`src/rtl/regfile_bypass_param_if.sv`:
```
// Register-file access bundle: two read ports, one write port, soft-clear control.
interface regfile_bypass_param_if #(
    parameter int unsigned DATA_W = 32,
    parameter int unsigned ADDR_W = 5
);
    logic [ADDR_W-1:0] Read_addr_1;
    logic [DATA_W-1:0] Read_data_1;
    logic [ADDR_W-1:0] Read_addr_2;
    logic [DATA_W-1:0] Read_data_2;
    logic              RegWrite;
    logic [ADDR_W-1:0] Write_addr;
    logic [DATA_W-1:0] Write_data;
    logic              clr_req;
    logic              busy;
    logic              wr_drop;

    modport master (
        output Read_addr_1, Read_addr_2, RegWrite, Write_addr, Write_data, clr_req,
        input  Read_data_1, Read_data_2, busy, wr_drop
    );

    modport slave (
        input  Read_addr_1, Read_addr_2, RegWrite, Write_addr, Write_data, clr_req,
        output Read_data_1, Read_data_2, busy, wr_drop
    );
endinterface

```
`src/rtl/regfile_bypass_param.sv`:
```
// Parametrised 2R/1W register file with optional zero register, optional
// write-to-read bypass and a one-entry-per-cycle soft-clear sweep.
module regfile_bypass_param #(
    parameter int unsigned DATA_W   = 32,
    parameter int unsigned ADDR_W   = 5,
    parameter int unsigned DEPTH    = 32,
    parameter bit          ZERO_REG = 1'b1,
    parameter bit          BYPASS   = 1'b1
) (
    input logic                   clk,
    input logic                   rst,
    regfile_bypass_param_if.slave bus
);

    localparam int unsigned IDX_W = (DEPTH > 1) ? $clog2(DEPTH) : 1;
    localparam logic [0:0] IDLE  = 1'b0;
    localparam logic [0:0] CLEAR = 1'b1;
    localparam logic [ADDR_W-1:0] LAST = ADDR_W'(DEPTH - 1);

    logic [0:0]        state;
    logic [0:0]        state_nxt;
    logic [ADDR_W-1:0] cnt;
    logic [ADDR_W-1:0] cnt_nxt;
    logic [DATA_W-1:0] mem [DEPTH];
    logic              wr_ok_c;
    logic [DATA_W-1:0] rd1_c;
    logic [DATA_W-1:0] rd2_c;

    // Address compare done one bit wider so DEPTH == 2**ADDR_W is handled.
    function automatic logic in_range(input logic [ADDR_W-1:0] a);
        return {1'b0, a} < (ADDR_W + 1)'(DEPTH);
    endfunction

    // Read mux shared by both ports; priority order matters.
    function automatic logic [DATA_W-1:0] read_port(input logic [ADDR_W-1:0] a);
        logic [DATA_W-1:0] r;
        r = '0;
        if (state == CLEAR || !in_range(a) || (ZERO_REG && a == '0)) begin
            r = '0;
        end else if (BYPASS && wr_ok_c && bus.Write_addr == a) begin
            r = bus.Write_data;
        end else begin
            r = mem[IDX_W'(a)];
        end
        return r;
    endfunction

    // A write commits only in IDLE, in range and not aimed at the zero register.
    always_comb begin
        wr_ok_c = bus.RegWrite && (state == IDLE) && in_range(bus.Write_addr)
                  && !(ZERO_REG && bus.Write_addr == '0);
    end

    // Combinational read ports.
    always_comb begin
        rd1_c = read_port(bus.Read_addr_1);
        rd2_c = read_port(bus.Read_addr_2);
    end

    assign bus.Read_data_1 = rd1_c;
    assign bus.Read_data_2 = rd2_c;
    assign bus.busy        = (state == CLEAR);
    assign bus.wr_drop     = bus.RegWrite && !wr_ok_c;

    // Sweep sequencer state register.
    always_ff @(posedge clk or posedge rst) begin
        if (rst) begin
            state <= IDLE;
            cnt   <= '0;
        end else begin
            state <= state_nxt;
            cnt   <= cnt_nxt;
        end
    end

    // Sweep next-state: terminate on LAST rather than on counter wrap.
    always_comb begin
        state_nxt = state;
        cnt_nxt   = cnt;
        case (state)
            IDLE: begin
                if (bus.clr_req) begin
                    state_nxt = CLEAR;
                    cnt_nxt   = '0;
                end
            end
            CLEAR: begin
                if (cnt == LAST) begin
                    state_nxt = IDLE;
                    cnt_nxt   = '0;
                end else begin
                    cnt_nxt = cnt + ADDR_W'(1);
                end
            end
            default: begin
                state_nxt = IDLE;
                cnt_nxt   = '0;
            end
        endcase
    end

    // Storage: async clear, sweep clear, or regular write.
    always_ff @(posedge clk or posedge rst) begin
        if (rst) begin
            for (int unsigned i = 0; i < DEPTH; i++) begin
                mem[IDX_W'(i)] <= '0;
            end
        end else if (state == CLEAR) begin
            mem[IDX_W'(cnt)] <= '0;
        end else if (wr_ok_c) begin
            mem[IDX_W'(bus.Write_addr)] <= bus.Write_data;
        end
    end

endmodule

```
`src/flat_wrapper.sv`:
```
// flat-port wrapper written by rule: the top's interface ports become plain ports
module regfile_bypass_param_flat 
#(
    parameter int unsigned DATA_W   = 32,
    parameter int unsigned ADDR_W   = 5,
    parameter int unsigned DEPTH    = 32,
    parameter bit          ZERO_REG = 1'b1,
    parameter bit          BYPASS   = 1'b1
)
  (clk, rst, bus_Read_addr_1, bus_Read_addr_2, bus_RegWrite, bus_Write_addr, bus_Write_data, bus_clr_req, bus_Read_data_1, bus_Read_data_2, bus_busy, bus_wr_drop);
  regfile_bypass_param_if #(.DATA_W(DATA_W), .ADDR_W(ADDR_W)) bus_i ();
  input logic clk;
  input logic rst;
  input wire logic [$bits(bus_i.Read_addr_1)-1:0] bus_Read_addr_1;
  input wire logic [$bits(bus_i.Read_addr_2)-1:0] bus_Read_addr_2;
  input wire logic [$bits(bus_i.RegWrite)-1:0] bus_RegWrite;
  input wire logic [$bits(bus_i.Write_addr)-1:0] bus_Write_addr;
  input wire logic [$bits(bus_i.Write_data)-1:0] bus_Write_data;
  input wire logic [$bits(bus_i.clr_req)-1:0] bus_clr_req;
  output wire logic [$bits(bus_i.Read_data_1)-1:0] bus_Read_data_1;
  output wire logic [$bits(bus_i.Read_data_2)-1:0] bus_Read_data_2;
  output wire logic [$bits(bus_i.busy)-1:0] bus_busy;
  output wire logic [$bits(bus_i.wr_drop)-1:0] bus_wr_drop;
  assign bus_i.Read_addr_1 = bus_Read_addr_1;
  assign bus_i.Read_addr_2 = bus_Read_addr_2;
  assign bus_i.RegWrite = bus_RegWrite;
  assign bus_i.Write_addr = bus_Write_addr;
  assign bus_i.Write_data = bus_Write_data;
  assign bus_i.clr_req = bus_clr_req;
  assign bus_Read_data_1 = bus_i.Read_data_1;
  assign bus_Read_data_2 = bus_i.Read_data_2;
  assign bus_busy = bus_i.busy;
  assign bus_wr_drop = bus_i.wr_drop;
  regfile_bypass_param #(.DATA_W(DATA_W), .ADDR_W(ADDR_W), .DEPTH(DEPTH), .ZERO_REG(ZERO_REG), .BYPASS(BYPASS)) u_core (.clk(clk), .rst(rst), .bus(bus_i));
endmodule
```
`config.mk`:
```
export PLATFORM = sky130hd
export DESIGN_NAME = regfile_bypass_param_flat
export DESIGN_NICKNAME = d
export VERILOG_FILES = /design/src/rtl/regfile_bypass_param_if.sv /design/src/rtl/regfile_bypass_param.sv /design/src/flat_wrapper.sv
export SDC_FILE = /design/constraint.sdc
export NUM_CORES = 2
export LEC_CHECK = 0
export ABC_AREA = 1
export CORE_MARGIN = 10
export CORE_UTILIZATION = 50
export CTS_BUF_LIST = sky130_fd_sc_hd__clkbuf_4
export DETAILED_ROUTE_END_ITERATION = 10
export PLACE_DENSITY = 0.66
export SKIP_CTS_REPAIR_TIMING = 1
export SLEW_MARGIN = 20
export SYNTH_ARGS = -nofsm -noshare
export SYNTH_HDL_FRONTEND = slang
export SYNTH_SLANG_ARGS = --single-unit
```
`constraint.sdc`:
```
create_clock -name clk -period 48.6 [get_ports clk]
set_input_delay 12.15 -clock clk [delete_from_list [all_inputs] [get_ports clk]]
set_output_delay 12.15 -clock clk [all_outputs]
set_load 0.05 [all_outputs]
```
### Word-level counts from Yosys, hierarchy flattened

Cells that the tools add are included.

* register bits after elaboration: 1030
* latch bits: 0
* bits in writable memories: 0
* ROM bits: 0
* input bits: 51
* word-level logic and storage cells: 90
* memories: 0

* add/subtract/negate cells: 1
* multipliers: 0
* divide/modulo/power cells: 0
* $lt $le $gt $ge: 6
* eq/ne operators: 4
* shift operators: 0
* multiplexer cells: 23
* bitwise gates (word level): 7
* reductions and logical operators: 15

Operators with widths (number)
* $mux W1024: 2
* $and A1024 B1024 Y1024: 1
* $bwmux W1024: 1
* $not A1024 Y1024: 1
* $bmux W32 S5: 2
* $demux W32 S5: 2
* $mux W32: 10
* $ge A6 B6 Y1 const B: 4
* $not A5 Y6: 4
* $logic_not A5 Y1: 3
* $lt A6 B1 Y1 const B: 2
* $eq A5 B5 Y1: 2
* $mux W5: 2
* $pmux W5 S2: 1
* $logic_and A1 B1 Y1: 7
* $add A5 B1 Y5 const B: 1
* $eq A5 B5 Y1 const B: 1
* $logic_not A1 Y1: 2
* $logic_or A1 B1 Y1: 2
* $mux W1: 2
* $ne A2 B2 Y1 const B: 1
* $pmux W1 S2: 1
* $reduce_bool A2 Y1: 1
* $not A1 Y1: 1

### Depth between registers and ports, before layout

* depth in word-level cells: 8
* mapped depth: 12

### Least setup slack after synthesis

Ideal clock, no wire load.

* path kind: input port to output port
* start: in bus_Write_addr[2]
* end: out bus_Read_data_1[10]
* arrival: 14077 ps
* required time: 36450 ps
* slack: 22373 ps
* stages: 10
* cell sequence: buf_2 -> nor3_2 -> nand2_1 -> nand3_1 -> inv_1 -> buf_2 -> buf_1 -> nand3_1 -> nand2_1 -> a21oi_1

* cells in the longest elaborated chain, start to end: 6
* elaborated cells on any way between the ends: 7

RTL lines
* start: declaration: RTL line flat_wrapper.sv:17 `input wire logic [$bits(bus_i.Write_addr)-1:0] bus_Write_addr;`
* $logic_not A5 Y1: RTL line regfile_bypass_param.sv:51 `&& !(ZERO_REG && bus.Write_addr == '0);`
* $logic_not A1 Y1: RTL line regfile_bypass_param.sv:51
* $logic_and A1 B1 Y1: RTL line regfile_bypass_param.sv:51
* $logic_and A1 B1 Y1 *: RTL line regfile_bypass_param.sv:40 `end else if (BYPASS && wr_ok_c && bus.Write_addr == a) begin`
* $mux W32 *: RTL line regfile_bypass_param.sv:40
* $mux W32 *: RTL line regfile_bypass_param.sv:38 `if (state == CLEAR || !in_range(a) || (ZERO_REG && a == '0)) begin`
* end: declaration: RTL line flat_wrapper.sv:20 `output wire logic [$bits(bus_i.Read_data_1)-1:0] bus_Read_data_1;`

Mark *: on every way between the ends. The rest lies on a longest branch, timed or not.

### Worst setup path in the final report

* start: in bus_Read_addr_1[0]
* end: out bus_Read_data_1[8]

* cells in the longest elaborated chain, start to end: 6
* elaborated cells on any way between the ends: 10

RTL lines
* start: declaration: RTL line flat_wrapper.sv:14 `input wire logic [$bits(bus_i.Read_addr_1)-1:0] bus_Read_addr_1;`
* $not A5 Y6 (implied by the code): RTL line regfile_bypass_param.sv:43 `r = mem[IDX_W'(a)];`
* $bmux W32 S5: RTL line regfile_bypass_param.sv:43
* $mux W32 (implied by the code) (2 in series): RTL line regfile_bypass_param.sv:43
* $mux W32: RTL line regfile_bypass_param.sv:40
* $mux W32 *: RTL line regfile_bypass_param.sv:38

Mark *: on every way between the ends. The rest lies on a longest branch, timed or not. The select of a mux whose other input is x is not followed.

==> run metrics <==
top cell family by delay on the critical path buffers and inverters; post-synthesis sequential area ratio between 40% and 50%; switching share of power between 30% and 40%; Ports between 100 and 150; Final ANT Viol Nets 0; Max VDD drop 0.0277 mV; root buf cell clkbuf_4; syn avg cell area roughly 6.7 µm²; htree depth 5; area of the multi-input gates 28300 µm²; CP dominant cell by count nand2_1; CTS sink count around 1000; drt wl/cell 24.7 µm; first-pass iteration count of the detailed router 9; GPL Wtd Cong approximately 0.94; Combinational Power Share 27.3%; pre-CTS setup slack approximately 20 ns; Setup Total Neg Slack 0 ns; max_cap viols 0; Seq pwr share 40.1%; die area about 130000 µm²; vias about 65000; vias per cell 6.15; Mapped Nets 9013; worst-skew pair later-pin latency around 1.3 ns; num rows 126; final hold vios 0; total of warnings raised by yosys 0; fin area 65100 µm²; I/O Buffers 116; vias in the first global route between 60000 and 70000; Die X 366 µm; slowest CP cell buf_4; worst-margin pin slew 1.26 ns; final worst setup slack around 20 ns; overall power between 2 and 3 mW; Crit Path Class in2out; DP Area roughly 61000 µm²; DP Cell Count roughly 10000; worst relative slew slack between 15 and 20%; Worst Path Buf+Inv 5; Core Footprint roughly 120000 µm²; area grow syn2layout 8.91%; largest net degree at the start of global routing 140; crit end category primary output; CTS tree built; final core occ between 50% and 60%; Post-DP HPWL about 140000 µm; Min-Delay Path Class reg2reg; final WL around 260000 µm; first-pass GRT wire length about 390000 µm; layout cells sized above 1 7.57%; status finished, final reports clean; Initial Utilization 50.5%; CTS Buf Count ~310; Net Switching 0.978 mW; global-route met3 utilization a little over an eighth; # nets final 8860; # setup viols final 0; gr ovfl total 0; Min Hold Slack around 0.47 ns; gr busiest metal met2; Fillers between 10000 and 15000; Cell Count, Final, Fillers Out approximately 11000; # DRC 0; Worst Skew between 0.07 and 0.08 ns; clock power share approximately a third; leakage power around 33 nW; Worst-path clk slew around 0.060 ns; initial DRC count 10961; CP max stage delay 0.90 ns; CP arrival 17.03 ns; routing usage on met2 between 50% and 60%; RSZ-0062 raised after global routing false; crit-path cells buf_8 -> inv_8 -> buf_4 -> buf_4 -> nand2_1 -> nand3_1 -> nand2_1 -> nor2_1 -> nand2_1 -> nand3_1 -> nand2_1 -> a21oi_1 -> clkdlybuf4s50_1; gr usage total a little under two fifths; fin. max-slew vios 0; die height ~370 µm; clk buf depth 4; critical path startpoint category input port; Critical Path RT roughly 36 ns; post-synth cell types 24; Final period util 60.0%; initial antenna violation count 6; Mapped Cells 8957; pwr dens 40.0 nW/µm²; internal power 1.63 mW; Crit Path Max Fanout 139; Peak Freq 0.0343 GHz; met1 GRT Util 50.5%; Reg area about 26000 µm²; fin crit period around 29 ns; synthesized cell area between 50000 and 60000 µm²; Yosys reg bits a little over 1000
## flip-flops by register name (all words and copies together) (netlist names)
| register | count |
|---|---|
| u_core.mem | 1024 |
| u_core.bus.busy | 1 |
| u_core.cnt | 5 |
## tightest hold or removal path, cell delays in order (launching register included)
cell     delay (ns)
dfrtp_1        0.34
nand2_1        0.05
nand2_1        0.05
## cell families (layout without fill, tap and decap cells)
group	Yosys count	after routing	share of synthesized area, %
AO/OA/AOI/OAI	939	939	9.16
XOR/XNOR	8	8	0.117
adder cells (fa/ha/maj)	5	5	0.105
buffers and inverters	1491	1519	9.73
flip-flops	1030	1030	43.2
other	0	2	0
AND/OR/NAND/NOR	5484	5484	37.7
## path summary, 6_finish.rpt
path	startpoint	to	slack [ns]	cells past startpoint
min in group asynchronous	rst	u_core.mem[319]	11.48	2
worst min-delay path	u_core.mem[112]	u_core.mem[112]	0.47	2
worst max-delay path	bus_Read_addr_1[0]	bus_Read_data_1[8]	19.42	13
worst min register to register	u_core.mem[112]	u_core.mem[112]	0.47	2
max in group asynchronous	rst	u_core.mem[208]	33.15	6
worst max register to register	u_core.bus.busy	u_core.mem[265]	45.21	8
## Yosys cell counts (all sizes together)
| cell type | instances | share of area, % |
|---|---|---|
| nand2 | 3203 | 20 |
| and3 | 1 | 0.010 |
| xor2 | 3 | 0.044 |
| buf | 225 | 1.8 |
| or2 | 1 | 0.010 |
| xnor2 | 5 | 0.073 |
| o22ai | 610 | 6.4 |
| clkinv | 2 | 0.013 |
| clkbuf | 525 | 3.3 |
| a21oi | 68 | 0.59 |
| nand3 | 1476 | 12 |
| o21ai | 261 | 2.2 |
| ha | 5 | 0.10 |
| nor2 | 774 | 4.9 |
| nor3 | 19 | 0.24 |
| dfrtp | 1030 | 43 |
| inv | 739 | 4.6 |
| nand4 | 10 | 0.10 |
## power groups by stage
stage	Sequential [mW]	Combinational, mW	Clock [mW]
2_1_floorplan	1.04	0.466	0
3_3_place_gp	1.05	0.675	0
3_5_place_dp	1.06	0.686	0
4_1_cts	1.04	0.688	0.853
5_1_grt	1.06	0.768	0.903
6_report	1.04	0.712	0.848
## final cells by class
type,instances,area share (%)
diodes,2,0.00769
clock buffers,453,5.23
clock inverters,43,0.490
inverters,741,4.34
multi-input cells,6436,43.5
flip-flops and latches,1030,39.6
well taps,1600,3.08
repair buffers,282,3.76
## per-layer routing
metal	vias to the layer above	routed length (µm)
met5	-	58
met4	8	15900
met3	1048	41200
met2	5194	106000
met1	30296	97900
li1	28545	-
## placed cells by master, fill, tap and decap left out, types with 5 or more instances in the layout
cell type / n
xnor2_1: 5
buf_6: 7
clkbuf_4: 453
inv_2: 10
clkinv_1: 36
nor2_1: 769
nor3_1: 9
inv_1: 726
nand2_2: 5
dfrtp_1: 1030
buf_4: 163
inv_8: 5
nor3_4: 6
nand4_1: 10
o22ai_1: 610
bufinv_16: 6
clkdlybuf4s50_1: 106
ha_1: 5
a21oi_1: 64
nand3_1: 1476
o21ai_0: 261
nand2_1: 3194
Note: power is estimated with default switching activity, not from simulation.
